<file path="src/rtl/weight_display_driver_pkg.sv">
// Shared types and constants for the weight display driver: FSM states,
// active-low segment patterns and the double-dabble adjust step.
package weight_display_driver_pkg;

    localparam int BIN_W    = 14;
    localparam int BCD_W    = 20;
    localparam int DIGITS   = 5;
    localparam int DP_DIGIT = 3;

    localparam logic [3:0] CONV_LAST = 4'(BIN_W - 1);

    typedef enum logic [1:0] {
        ST_IDLE      = 2'd0,
        ST_CONV_INT  = 2'd1,
        ST_CONV_FRAC = 2'd2,
        ST_COMMIT    = 2'd3
    } state_e;

    // {g,f,e,d,c,b,a}, active-low
    localparam logic [6:0] SEG_BLANK = 7'h7F;
    localparam logic [6:0] SEG_DASH  = 7'b0111111;
    localparam logic [6:0] SEG_0     = 7'b1000000;
    localparam logic [6:0] SEG_1     = 7'b1111001;
    localparam logic [6:0] SEG_2     = 7'b0100100;
    localparam logic [6:0] SEG_3     = 7'b0110000;
    localparam logic [6:0] SEG_4     = 7'b0011001;
    localparam logic [6:0] SEG_5     = 7'b0010010;
    localparam logic [6:0] SEG_6     = 7'b0000010;
    localparam logic [6:0] SEG_7     = 7'b1111000;
    localparam logic [6:0] SEG_8     = 7'b0000000;
    localparam logic [6:0] SEG_9     = 7'b0010000;

    function automatic logic [BCD_W-1:0] dabble_adjust(input logic [BCD_W-1:0] bcd);
        logic [BCD_W-1:0] r;
        r = '0;
        for (int i = 0; i < DIGITS; i++) begin
            if (bcd[4*i +: 4] >= 4'd5) r[4*i +: 4] = bcd[4*i +: 4] + 4'd3;
            else                       r[4*i +: 4] = bcd[4*i +: 4];
        end
        return r;
    endfunction

endpackage

</file>
<file path="src/rtl/weight_display_driver_bcd_to_seg7.sv">
// BCD digit to active-low 7-segment pattern; codes above 9 and blank_i give an unlit digit.
module weight_display_driver_bcd_to_seg7
    import weight_display_driver_pkg::*;
(
    input  logic [3:0] bcd_i,
    input  logic       blank_i,
    output logic [6:0] seg_o
);

    always_comb begin
        seg_o = SEG_BLANK;
        if (!blank_i) begin
            case (bcd_i)
                4'd0:    seg_o = SEG_0;
                4'd1:    seg_o = SEG_1;
                4'd2:    seg_o = SEG_2;
                4'd3:    seg_o = SEG_3;
                4'd4:    seg_o = SEG_4;
                4'd5:    seg_o = SEG_5;
                4'd6:    seg_o = SEG_6;
                4'd7:    seg_o = SEG_7;
                4'd8:    seg_o = SEG_8;
                4'd9:    seg_o = SEG_9;
                default: seg_o = SEG_BLANK;
            endcase
        end
    end

endmodule

</file>
<file path="src/rtl/weight_display_driver.sv">
// Converts kg integer/fraction to BCD serially, commits "II.FFF" atomically to a
// display buffer, and scans it onto a 5-digit multiplexed active-low display.
module weight_display_driver
    import weight_display_driver_pkg::*;
#(
    parameter int REFRESH_DIV = 50000
) (
    input  logic              clk,
    input  logic              reset,
    input  logic [BIN_W-1:0]  weightInKilogramsInteger,
    input  logic [BIN_W-1:0]  weightInKilogramsFraction,
    input  logic              loadStrobe,
    output logic              busy,
    output logic              overRange,
    output logic [DIGITS-1:0] anodes,
    output logic [6:0]        segments,
    output logic              decimalPoint
);

    localparam int RW = $clog2(REFRESH_DIV);
    localparam logic [RW-1:0] REFRESH_MAX = RW'(REFRESH_DIV - 1);

    state_e                   state_q, state_d;
    logic [BIN_W-1:0]         bin_q, bin_d;
    logic [BIN_W-1:0]         frac_q, frac_d;
    logic [BCD_W-1:0]         bcd_q, bcd_d;
    logic [BCD_W-1:0]         int_bcd_q, int_bcd_d;
    logic [3:0]               bit_cnt_q, bit_cnt_d;
    logic [DIGITS-1:0][3:0]   buf_q, buf_d;
    logic                     over_q, over_d;
    logic [RW-1:0]            refresh_q, refresh_d;
    logic [2:0]               idx_q, idx_d;
    logic [DIGITS-1:0]        anodes_q, anodes_d;
    logic [6:0]               seg_q, seg_d;
    logic                     dp_q, dp_d;

    logic [BCD_W-1:0] bcd_adj;
    logic [BCD_W-1:0] bcd_step;
    logic [3:0]       cur_digit;
    logic             cur_blank;
    logic [6:0]       dec_seg;

    assign bcd_adj  = dabble_adjust(bcd_q);
    assign bcd_step = (bcd_adj << 1) | BCD_W'(bin_q[BIN_W-1]);

    always_comb begin
        state_d   = state_q;
        bin_d     = bin_q;
        frac_d    = frac_q;
        bcd_d     = bcd_q;
        int_bcd_d = int_bcd_q;
        bit_cnt_d = bit_cnt_q;
        buf_d     = buf_q;
        over_d    = over_q;
        case (state_q)
            ST_IDLE: begin
                if (loadStrobe) begin
                    bin_d     = weightInKilogramsInteger;
                    frac_d    = weightInKilogramsFraction;
                    bcd_d     = '0;
                    bit_cnt_d = CONV_LAST;
                    state_d   = ST_CONV_INT;
                end
            end
            ST_CONV_INT: begin
                bcd_d     = bcd_step;
                bin_d     = bin_q << 1;
                bit_cnt_d = bit_cnt_q - 4'd1;
                if (bit_cnt_q == 4'd0) begin
                    // integer result parked; the shift register is reused for the fraction
                    int_bcd_d = bcd_step;
                    bcd_d     = '0;
                    bin_d     = frac_q;
                    bit_cnt_d = CONV_LAST;
                    state_d   = ST_CONV_FRAC;
                end
            end
            ST_CONV_FRAC: begin
                bcd_d     = bcd_step;
                bin_d     = bin_q << 1;
                bit_cnt_d = bit_cnt_q - 4'd1;
                if (bit_cnt_q == 4'd0) state_d = ST_COMMIT;
            end
            ST_COMMIT: begin
                over_d  = (|int_bcd_q[BCD_W-1:8]) | (|bcd_q[BCD_W-1:12]);
                buf_d   = {int_bcd_q[7:4], int_bcd_q[3:0], bcd_q[11:8], bcd_q[7:4], bcd_q[3:0]};
                state_d = ST_IDLE;
            end
            default: state_d = ST_IDLE;
        endcase
    end

    assign cur_digit = buf_q[idx_q];
    assign cur_blank = (idx_q == 3'(DIGITS - 1)) && (cur_digit == 4'd0);

    weight_display_driver_bcd_to_seg7 u_dec (
        .bcd_i   (cur_digit),
        .blank_i (cur_blank),
        .seg_o   (dec_seg)
    );

    always_comb begin
        refresh_d = refresh_q + RW'(1);
        idx_d     = idx_q;
        if (refresh_q == REFRESH_MAX) begin
            refresh_d = '0;
            idx_d     = (idx_q == 3'(DIGITS - 1)) ? 3'd0 : idx_q + 3'd1;
        end
        anodes_d = ~(DIGITS'(1) << idx_q);
        seg_d    = over_q ? SEG_DASH : dec_seg;
        dp_d     = !((idx_q == 3'(DP_DIGIT)) && !over_q);
    end

    always_ff @(posedge clk) begin
        if (reset) begin
            state_q   <= ST_IDLE;
            bin_q     <= '0;
            frac_q    <= '0;
            bcd_q     <= '0;
            int_bcd_q <= '0;
            bit_cnt_q <= '0;
            buf_q     <= '0;
            over_q    <= 1'b0;
            refresh_q <= '0;
            idx_q     <= '0;
            anodes_q  <= '1;
            seg_q     <= SEG_BLANK;
            dp_q      <= 1'b1;
        end else begin
            state_q   <= state_d;
            bin_q     <= bin_d;
            frac_q    <= frac_d;
            bcd_q     <= bcd_d;
            int_bcd_q <= int_bcd_d;
            bit_cnt_q <= bit_cnt_d;
            buf_q     <= buf_d;
            over_q    <= over_d;
            refresh_q <= refresh_d;
            idx_q     <= idx_d;
            anodes_q  <= anodes_d;
            seg_q     <= seg_d;
            dp_q      <= dp_d;
        end
    end

    assign busy         = (state_q != ST_IDLE);
    assign overRange    = over_q;
    assign anodes       = anodes_q;
    assign segments     = seg_q;
    assign decimalPoint = dp_q;

endmodule
</file>
<file path="config.mk">
export PLATFORM = sky130hd
export DESIGN_NAME = weight_display_driver
export DESIGN_NICKNAME = d
export VERILOG_FILES = /design/src/rtl/weight_display_driver_pkg.sv /design/src/rtl/weight_display_driver_bcd_to_seg7.sv /design/src/rtl/weight_display_driver.sv
export SDC_FILE = /design/constraint.sdc
export NUM_CORES = 1
export LEC_CHECK = 0
export BUFFER_PORTS_ARGS = -buffer_cell sky130_fd_sc_hd__clkbuf_2
export CAP_MARGIN = 0
export CORE_MARGIN = 5
export CORE_UTILIZATION = 40
export CTS_CLUSTER_DIAMETER = 50
export CTS_CLUSTER_SIZE = 14
export DETAILED_ROUTE_END_ITERATION = 16
export PLACE_DENSITY = 0.66
export SLEW_MARGIN = 25
export SYNTH_ARGS = -nofsm -noshare
export SYNTH_HDL_FRONTEND = slang
export SYNTH_SLANG_ARGS = --single-unit
</file>
<file path="constraint.sdc">
create_clock -name clk -period 3.05 [get_ports clk]
set_input_delay 0.305 -clock clk [delete_from_list [all_inputs] [get_ports clk]]
set_output_delay 0.305 -clock clk [all_outputs]
set_load 0.01 [all_outputs]
</file>
* Word level (Yosys, flattened, before mapping)
Memory sizes are Yosys's and may differ from the RTL's.
Cells that the tools add are included.
** Storage, ports and cells
- Bits in read-only memories :: 112
- Word-level logic and storage cells :: 86
- Input port bits :: 31
- Memories kept :: 1
- Bits in registers :: 127
- Output and inout bits :: 15
** Operators by class
- Muxes and demuxes :: 23
- Shift operators :: 1
- Add/subtract/negate cells :: 8
- Order comparisons :: 6
- Reductions and logical operators :: 17
- Eq/ne operators :: 9
- Bitwise gates (word level) :: 3
** Memories
- (no name shown) :: depth 16, width 7, rd ports 1, clocked after Yosys merged registers in 0, wr ports 0, RTL line weight_display_driver_bcd_to_seg7.sv:13 : case (bcd_i)
** Operators by type and width (count)
- one-hot mux 20 bit (3 select lines) :: 1
- one-hot mux 14 bit (3 select lines) :: 1
- 2-to-1 mux 20 bit :: 2
- 2-to-1 mux 14 bit :: 2
- 2-to-1 mux 4 bit :: 7
- >= comparator 4 x 3 -> 1 bit (second input constant) :: 5
- bitwise OR 20 x 1 -> 20 bit :: 1
- adder 16 x 1 -> 16 bit (second input constant) :: 1
- adder 4 x 2 -> 4 bit (second input constant) :: 4
- equality test 16 bit (second input constant) :: 1
- 2-to-1 mux 7 bit :: 2
- binary-select mux 4 bit (select 3 bit) :: 1
- one-hot mux 4 bit (3 select lines) :: 1
- OR reduction 12 bit :: 1
- logical NOT 4 bit :: 2
- one-hot mux 2 bit (4 select lines) :: 1
- OR reduction 8 bit :: 1
- 2-to-1 mux 2 bit :: 3
- 2-to-1 mux 3 bit :: 2
- inequality test 2 bit (second input constant) :: 3
- AND reduction 2 bit :: 3
- NOT 5 bit :: 1
- << shifter 1 x 3 -> 5 bit (first input constant) :: 1
- equality test 2 bit (second input constant) :: 2
- 16 further kinds :: 18

* Logic depth before layout (Yosys ltp)
Gate-level depths: netlist (run 1).
- Word-level depth :: 6
- Mapped depth :: 12
- Depth with buffers taken out :: 10

* Hierarchy
From an unflattened synthesis (run 1), not the netlist that was laid out.
** Unflattened totals
- Cells, all modules :: 650
- Area total of the unflattened synthesis :: 5865.6 um2
** By module, submodules not included
- weight_display_driver :: times used 1, area an instance 5612.9 um2, cells an instance 615, seq. area each 2542.4 um2
- weight_display_driver_bcd_to_seg7 :: times used 1, area an instance 252.7 um2, cells an instance 35, seq. area each 0.0 um2

* Least setup slack after synthesis (run 1)
Ideal clock, no wire load.
- Path kind :: reg2reg
- From :: register idx_q[1]
- To :: register seg_q[3] (netlist: segments[3])
- Arrival time :: 2.186 ns
- Path slack :: 0.794 ns
- Stages on the path, launching flop included :: 10
- Data required time :: 2.980 ns
- Buffers on the path :: 1
- Library setup time :: 0.070 ns
- Clock period less this slack :: 2.256 ns
- Cells stage by stage :: dfxtp_1 > buf_6 > mux4_1 > a21oi_1 > ha_1 > nand3_1 > a21oi_1 > a2111oi_4 > a21boi_1 > a21oi_1
** On the way
- Word-level cells in the longest chain between the ends :: 5
- Elaborated cells between the ends (all ways) :: 7
- Classes of those cells :: eq/ne (1); mux (2); reduce/logical (3); memory (1)
** RTL lines
- start: declaration :: RTL line weight_display_driver.sv:32 : logic [2:0] idx_q, idx_d;
- start signal: assignment :: RTL line weight_display_driver.sv:139 : idx_q <= idx_d;
- branches (longest 5 deep; another with memory (16 x 7 bit))
- end signal: assignment :: RTL line weight_display_driver.sv:141 : seg_q <= seg_d;
- end: declaration :: RTL line weight_display_driver.sv:34 : logic [6:0] seg_q, seg_d;
Several ways; the timed one is not identified. The select of a mux whose other input is x is not followed.
A chain may end at the register's enable or synchronous reset.

* Worst setup path after layout (run 1)
- From :: register idx_q[0]
- To :: register seg_q[3] (netlist: segments[3])
The elaborated chain is that of the path after synthesis.

==> metrics, run 1 <==
final worst setup slack 394 ps; FP Rows 44; clock-pin slew on the worst setup and hold paths 60 ps; R2R depth 10; Slowest-stage cell, CP dfxtp_1; initial antenna violation count 0; M3 GR Usage 4.58%; Layout Skew 7.40 ps; clock sink count 127; Fin. Hold Viols 0; Routed Antenna Nets 0; Final min period 2660 ps; core region area 14600 µm²; Power Dens Cells 808 nW/µm²; share of cells above drive strength 1 14.9%; Data required, critical path 3340 ps; Post-synth ARST share 0%; Mapped Cells 701; r2r setup slk 390 ps; H-tree depth 4; Port Buffers 45; outcome finished, final reports clean; Via density 5.07; final instance area 6930 µm²; post-placement cell count 896; routability cong. 0.843; syn avg cell area 8.49 µm²; sequential share of the synthesized area 42.7%; drt first-iter violations 270; Syn Nets 761; Root Buffer clkbuf_16; Placement Cell Area 6290 µm²; most frequent cells in the layout nand2_1, dfxtp_1, nor2_1; Overall Global Routing Usage 14.9%; die area 17400 µm²; setup tns final 0 ps; YS warnings 0; remaining global-route overflow 0; reg-to-reg critical path startpoint idx_q[0]$_SDFFE_PP0P_; Peak Freq 376 MHz; cts hold-fix bufs 0; Diodes inserted 0; post-route insts no fill 928; CTS Buffer Depth 2; pin count of the biggest net entering global routing 61; Crit. End Element register; Max-cap violations 0; DP HPWL 8.45 mm; hold path cells 3; Min-Delay Endpoint frac_q[6]$_SDFFE_PP0P_; via count 4706; fin. max-slew vios 0; CTS tree yes; Final Setup Violations 0; met1 Use GR 19.9%; most used cell, CP a21oi_1; DRC Markers 0; Final Cycle Share 87.1%; Die Wd 132 µm; most common cell after layout, fill and taps aside nand2_1; Slew HR 38.8%; Crit path max-delay family compound AO/OA/AOI/OAI gates; Worst setup SP type register; Crit Path Max Fanout 15; Post-synth EDFFs 0; Slew @ Worst Pin 914 ps; type of the tightest min-delay check primary input to register; setup repair bufs after CTS 0; CTS buffer count 17; Top Ports 46; RSZ-0062 raised after global routing no; Cell variety after synth 57; Critical R2R Capture segments[3]$_SDFF_PP1_; Die Y 132 µm; drt total wl 12.9 mm; grt met2 use 22.8%; Lkg Pwr 2.64 nW; worst path bufs/invs 1; Detailed Routing Iterations Pass 1 5; area of the mapped netlist 5950 µm²; ys flop type dfxtp_1; cts repair resizes 0; Area Growth Syn to Fin 16.5%; Critical Path Max Stage Delay 720 ps; vias in the first global route 4415; pre-CTS setup slack 399 ps; average routed wire per standard cell 13.9 µm; Worst EP arrival 2950 ps; Skew-Pair Late Insertion Delay 410 ps; Setup CP Type register to register; Starting Density 40.8%; HP Start weightInKilogramsFraction[6]; Worst setup startpoint idx_q[0]$_SDFFE_PP0P_; final core occ 47.5%; Most Crowded Layer GR met2; crit-path cells mux4_2, nand2_2, nand2_4, inv_1, ha_1, nand3_1, a21oi_1, a2111oi_4, a21boi_1, a21oi_1; Max VDD drop 0.519 mV; Synth Register Bits 127; fin nets 791; first-pass GRT wire length 21.4 mm
==> per-stage QoR <==
step	power [mW]	hold slack (ps)
2_1_floorplan	3.05	426
3_3_place_gp	3.43	441
3_5_place_dp	3.44	445
4_1_cts	5.64	91.9
5_1_grt	5.91	103
6_report	5.60	104
==> area by class of cell <==
type	instances	area, µm²
clock buffers	20	467
clock inverters	12	179
inverters	24	90.1
flip-flops and latches	127	2540
repair buffers	55	303
multi-input cells	506	3120
fillers	1408	7660
well taps	184	230
==> worst min-delay path, cell delays in order <==
cell      delay [ps]
clkbuf_2          80
nand2_1           40
a21oi_1           50
==> layer usage <==
layer	share of wire, %	up-vias
met5	0	-
met4	0.89	0
met3	3.8	8
met2	46	67
met1	49	2172
li1	-	2459
==> cell usage after synthesis, types with 2 or more instances <==
| library cell | count | area, µm² |
|---|---|---|
| nor4b_1 | 2 | 17.5 |
| a21oi_1 | 61 | 305 |
| a31o_1 | 12 | 105 |
| clkbuf_1 | 26 | 97.6 |
| nor3b_1 | 3 | 22.5 |
| a32oi_1 | 6 | 52.6 |
| buf_2 | 12 | 60.1 |
| inv_2 | 2 | 7.51 |
| nand4_1 | 4 | 25.0 |
| a311oi_1 | 5 | 43.8 |
| ha_1 | 29 | 363 |
| nand3_1 | 9 | 45.0 |
| a31o_2 | 7 | 61.3 |
| buf_1 | 3 | 11.3 |
| nor2_1 | 82 | 308 |
| buf_6 | 2 | 22.5 |
| a22oi_1 | 15 | 113 |
| nand2b_1 | 13 | 81.3 |
| nor3b_2 | 2 | 25.0 |
| nor4_1 | 2 | 12.5 |
| and4_1 | 2 | 17.5 |
| xor2_1 | 9 | 78.8 |
| a211oi_1 | 5 | 37.5 |
| inv_1 | 22 | 82.6 |
| mux2i_1 | 30 | 300 |
| nor3_1 | 10 | 50.1 |
| dfxtp_1 | 127 | 2540 |
| xnor2_1 | 11 | 96.3 |
| and3_1 | 5 | 31.3 |
| nand2_1 | 130 | 488 |
| o21ai_0 | 24 | 120 |
| a211o_1 | 3 | 26.3 |
| mux2_1 | 2 | 22.5 |
==> where the power goes <==
| group | total (mW) | switching, mW | internal [mW] |
|---|---|---|---|
| registers | 1.98 | 0.115 | 1.86 |
| clock network | 2.20 | 0.759 | 1.44 |
| logic | 1.43 | 0.896 | 0.531 |
==> worst max-delay path by stage <==
stage / cells after the start / end / slack [ps]
2_1_floorplan: 9 / segments[3]$_SDFF_PP1_ / 790
3_3_place_gp: 10 / segments[3]$_SDFF_PP1_ / 500
3_5_place_dp: 10 / segments[3]$_SDFF_PP1_ / 400
4_1_cts: 10 / segments[3]$_SDFF_PP1_ / 410
5_1_grt: 10 / segments[0]$_SDFF_PP1_ / 180
6_report: 10 / segments[3]$_SDFF_PP1_ / 390
==> cell families after synthesis <==
| kind of cell | share of synthesized area [%] |
|---|---|
| DFF | 42.7 |
| buffers and inverters | 4.86 |
| xor gates and xnor gates | 2.94 |
| adders and majority gates | 6.10 |
| AOI/OAI and AO/OA | 16.7 |
| and+or+nand+nor | 20.3 |
| muxes | 6.43 |
==> flip-flops by register name, indices dropped and copies added (netlist names) <==
name and cells:
state_q 2, overRange 1, int_bcd_q 20, decimalPoint 1
bcd_q 20, refresh_q 16, buf_q 20, idx_q 3
frac_q 14, anodes 5, segments 7, bin_q 14
bit_cnt_q 4
(Power assumes the default switching activity.)
==> inputs of run 2 (changes only) <==
Settings changed: PLACE_DENSITY 0.66 to 0.68.
Clock period 3.05 ns to 2.2 ns, I/O delays scaled along.
==> run 2 against run 1 <==
Net effect: die area unchanged; non-clock buffer count increased by 9; largest power group unchanged; highest routed layer unchanged; setup slack got worse by 310 ps; combinational power increased by 40%; maximum frequency increased by 25%; hold slack got worse by 80 ps; critical path depth unchanged.
==> metrics, run 2 (synthesis results as in run 1) <==
CTS Buffer Depth 2; Fin. Hold Viols 0; initial antenna violation count 0; Critical Path Max Stage Delay 350 ps; DP HPWL 8.18 mm; Slew @ Worst Pin 465 ps; Max VDD drop 0.831 mV; fin nets 800; CTS tree yes; share of cells above drive strength 1 15.8%; most common cell after layout, fill and taps aside nand2_1; Worst setup SP type register; fin. max-slew vios 0; post-placement cell count 905; Detailed Routing Iterations Pass 1 5; Root Buffer clkbuf_16; type of the tightest min-delay check primary input to register; Final Cycle Share 96.2%; Power Dens Cells 1080 nW/µm²; routability cong. 0.817; Crit. End Element register; cts hold-fix bufs 0; Peak Freq 472 MHz; Lkg Pwr 2.67 nW; vias in the first global route 4624; most frequent cells in the layout nand2_1, dfxtp_1, nor2_1; CTS buffer count 17; Skew-Pair Late Insertion Delay 410 ps; H-tree depth 4; drt total wl 12.7 mm; drt first-iter violations 276; Diodes inserted 0; Via density 5.16; core region area 14600 µm²; Final min period 2120 ps; die area 17400 µm²; pre-CTS setup slack 38.5 ps; final worst setup slack 83.3 ps; first-pass GRT wire length 21.6 mm; Layout Skew 7.58 ps; crit-path cells mux4_2, nand2_2, nand2_4, inv_1, ha_1, nand3_1, a21oi_2, a2111oi_4, a21boi_1, a21oi_1; Placement Cell Area 6380 µm²; Die Y 132 µm; top flop regs bcd_q x20, buf_q x20, int_bcd_q x20; clock sink count 127; Final Setup Violations 0; worst path bufs/invs 1; Data required, critical path 2480 ps; Routed Antenna Nets 0; Crit path max-delay family compound AO/OA/AOI/OAI gates; remaining global-route overflow 0; FP Rows 44; final instance area 6970 µm²; Slowest-stage cell, CP mux4_2; Overall Global Routing Usage 14.6%; Max-cap violations 0; Die Wd 132 µm; Starting Density 40.8%; Fillers 1387; Slew HR 68.9%; Setup CP Type register to register; r2r setup slk 80 ps; outcome finished, final reports clean; average routed wire per standard cell 13.6 µm; Crit Path Max Fanout 4; Top Ports 46; DRC Markers 0; Area Growth Syn to Fin 17.2%; via count 4829; pin count of the biggest net entering global routing 89; post-route insts no fill 936; clock-pin slew on the worst setup and hold paths 50 ps; Worst EP arrival 2400 ps; Port Buffers 45
==> run 2: power by group <==
group	internal, mW	switching (mW)	total (mW)
clock	1.80	0.953	2.76
sequential	2.58	0.163	2.75
combinational	0.771	1.23	2.00
total	5.16	2.35	7.51
==> run 2: final timing paths <==
kind	from	cells after the start	end
setup / recovery	idx_q[1]$_SDFFE_PP0P_	10	segments[3]$_SDFF_PP1_
hold / removal	weightInKilogramsFraction[7]	3	frac_q[7]$_SDFFE_PP0P_
setup reg to reg	idx_q[1]$_SDFFE_PP0P_	10	segments[3]$_SDFF_PP1_
hold reg to reg	bin_q[7]$_SDFFE_PP0P_	2	bin_q[7]$_SDFFE_PP0P_
==> run 2: metal layers <==
metal | vias to the layer above | wire length (µm) | global-route usage, %
met5 | - | 0 | 0
met3 | 15 | 615 | 4.20
met1 | 2226 | 6140 | 18.5
li1 | 2475 | - | -
met2 | 113 | 5770 | 24.0
met4 | 0 | 167 | 4.69
==> run 2: final cells by class <==
cell class / instances / area (µm²) / share of cell area (%)
inverter: 24 / 90.1 / 1.29
multi-input combinational: 506 / 3130 / 44.9
sequential: 127 / 2540 / 36.5
tap: 184 / 230 / 3.30
timing repair buffer: 64 / 395 / 5.67
clock buffer: 25 / 505 / 7.25
clock inverter: 6 / 80.1 / 1.15
==> run 2: stage by stage <==
stage | util, % | TNS, ps | total power [mW] | hold WS (ps)
final | 47.8 | 0 | 7.51 | 24.3
after global routing | 47.8 | -6.02 | 7.93 | 27.2
after CTS | 47.8 | 0 | 7.57 | 11.6
after detailed placement | 43.8 | 0 | 4.79 | 447
after global placement | 43.8 | 0 | 4.77 | 440
after floorplan | - | 0 | 4.23 | 356
==> run 2: repair_timing <==
action,in CTS,in global routing
setup endpoints to repair,1,7
buffers inserted,0,0
cloned,0,0
gates resized for setup,1,1
==> run 2: worst min-delay path, cell delays in order <==
cell	delay, ps
clkbuf_2	80
nand2_1	40
a21oi_1	50
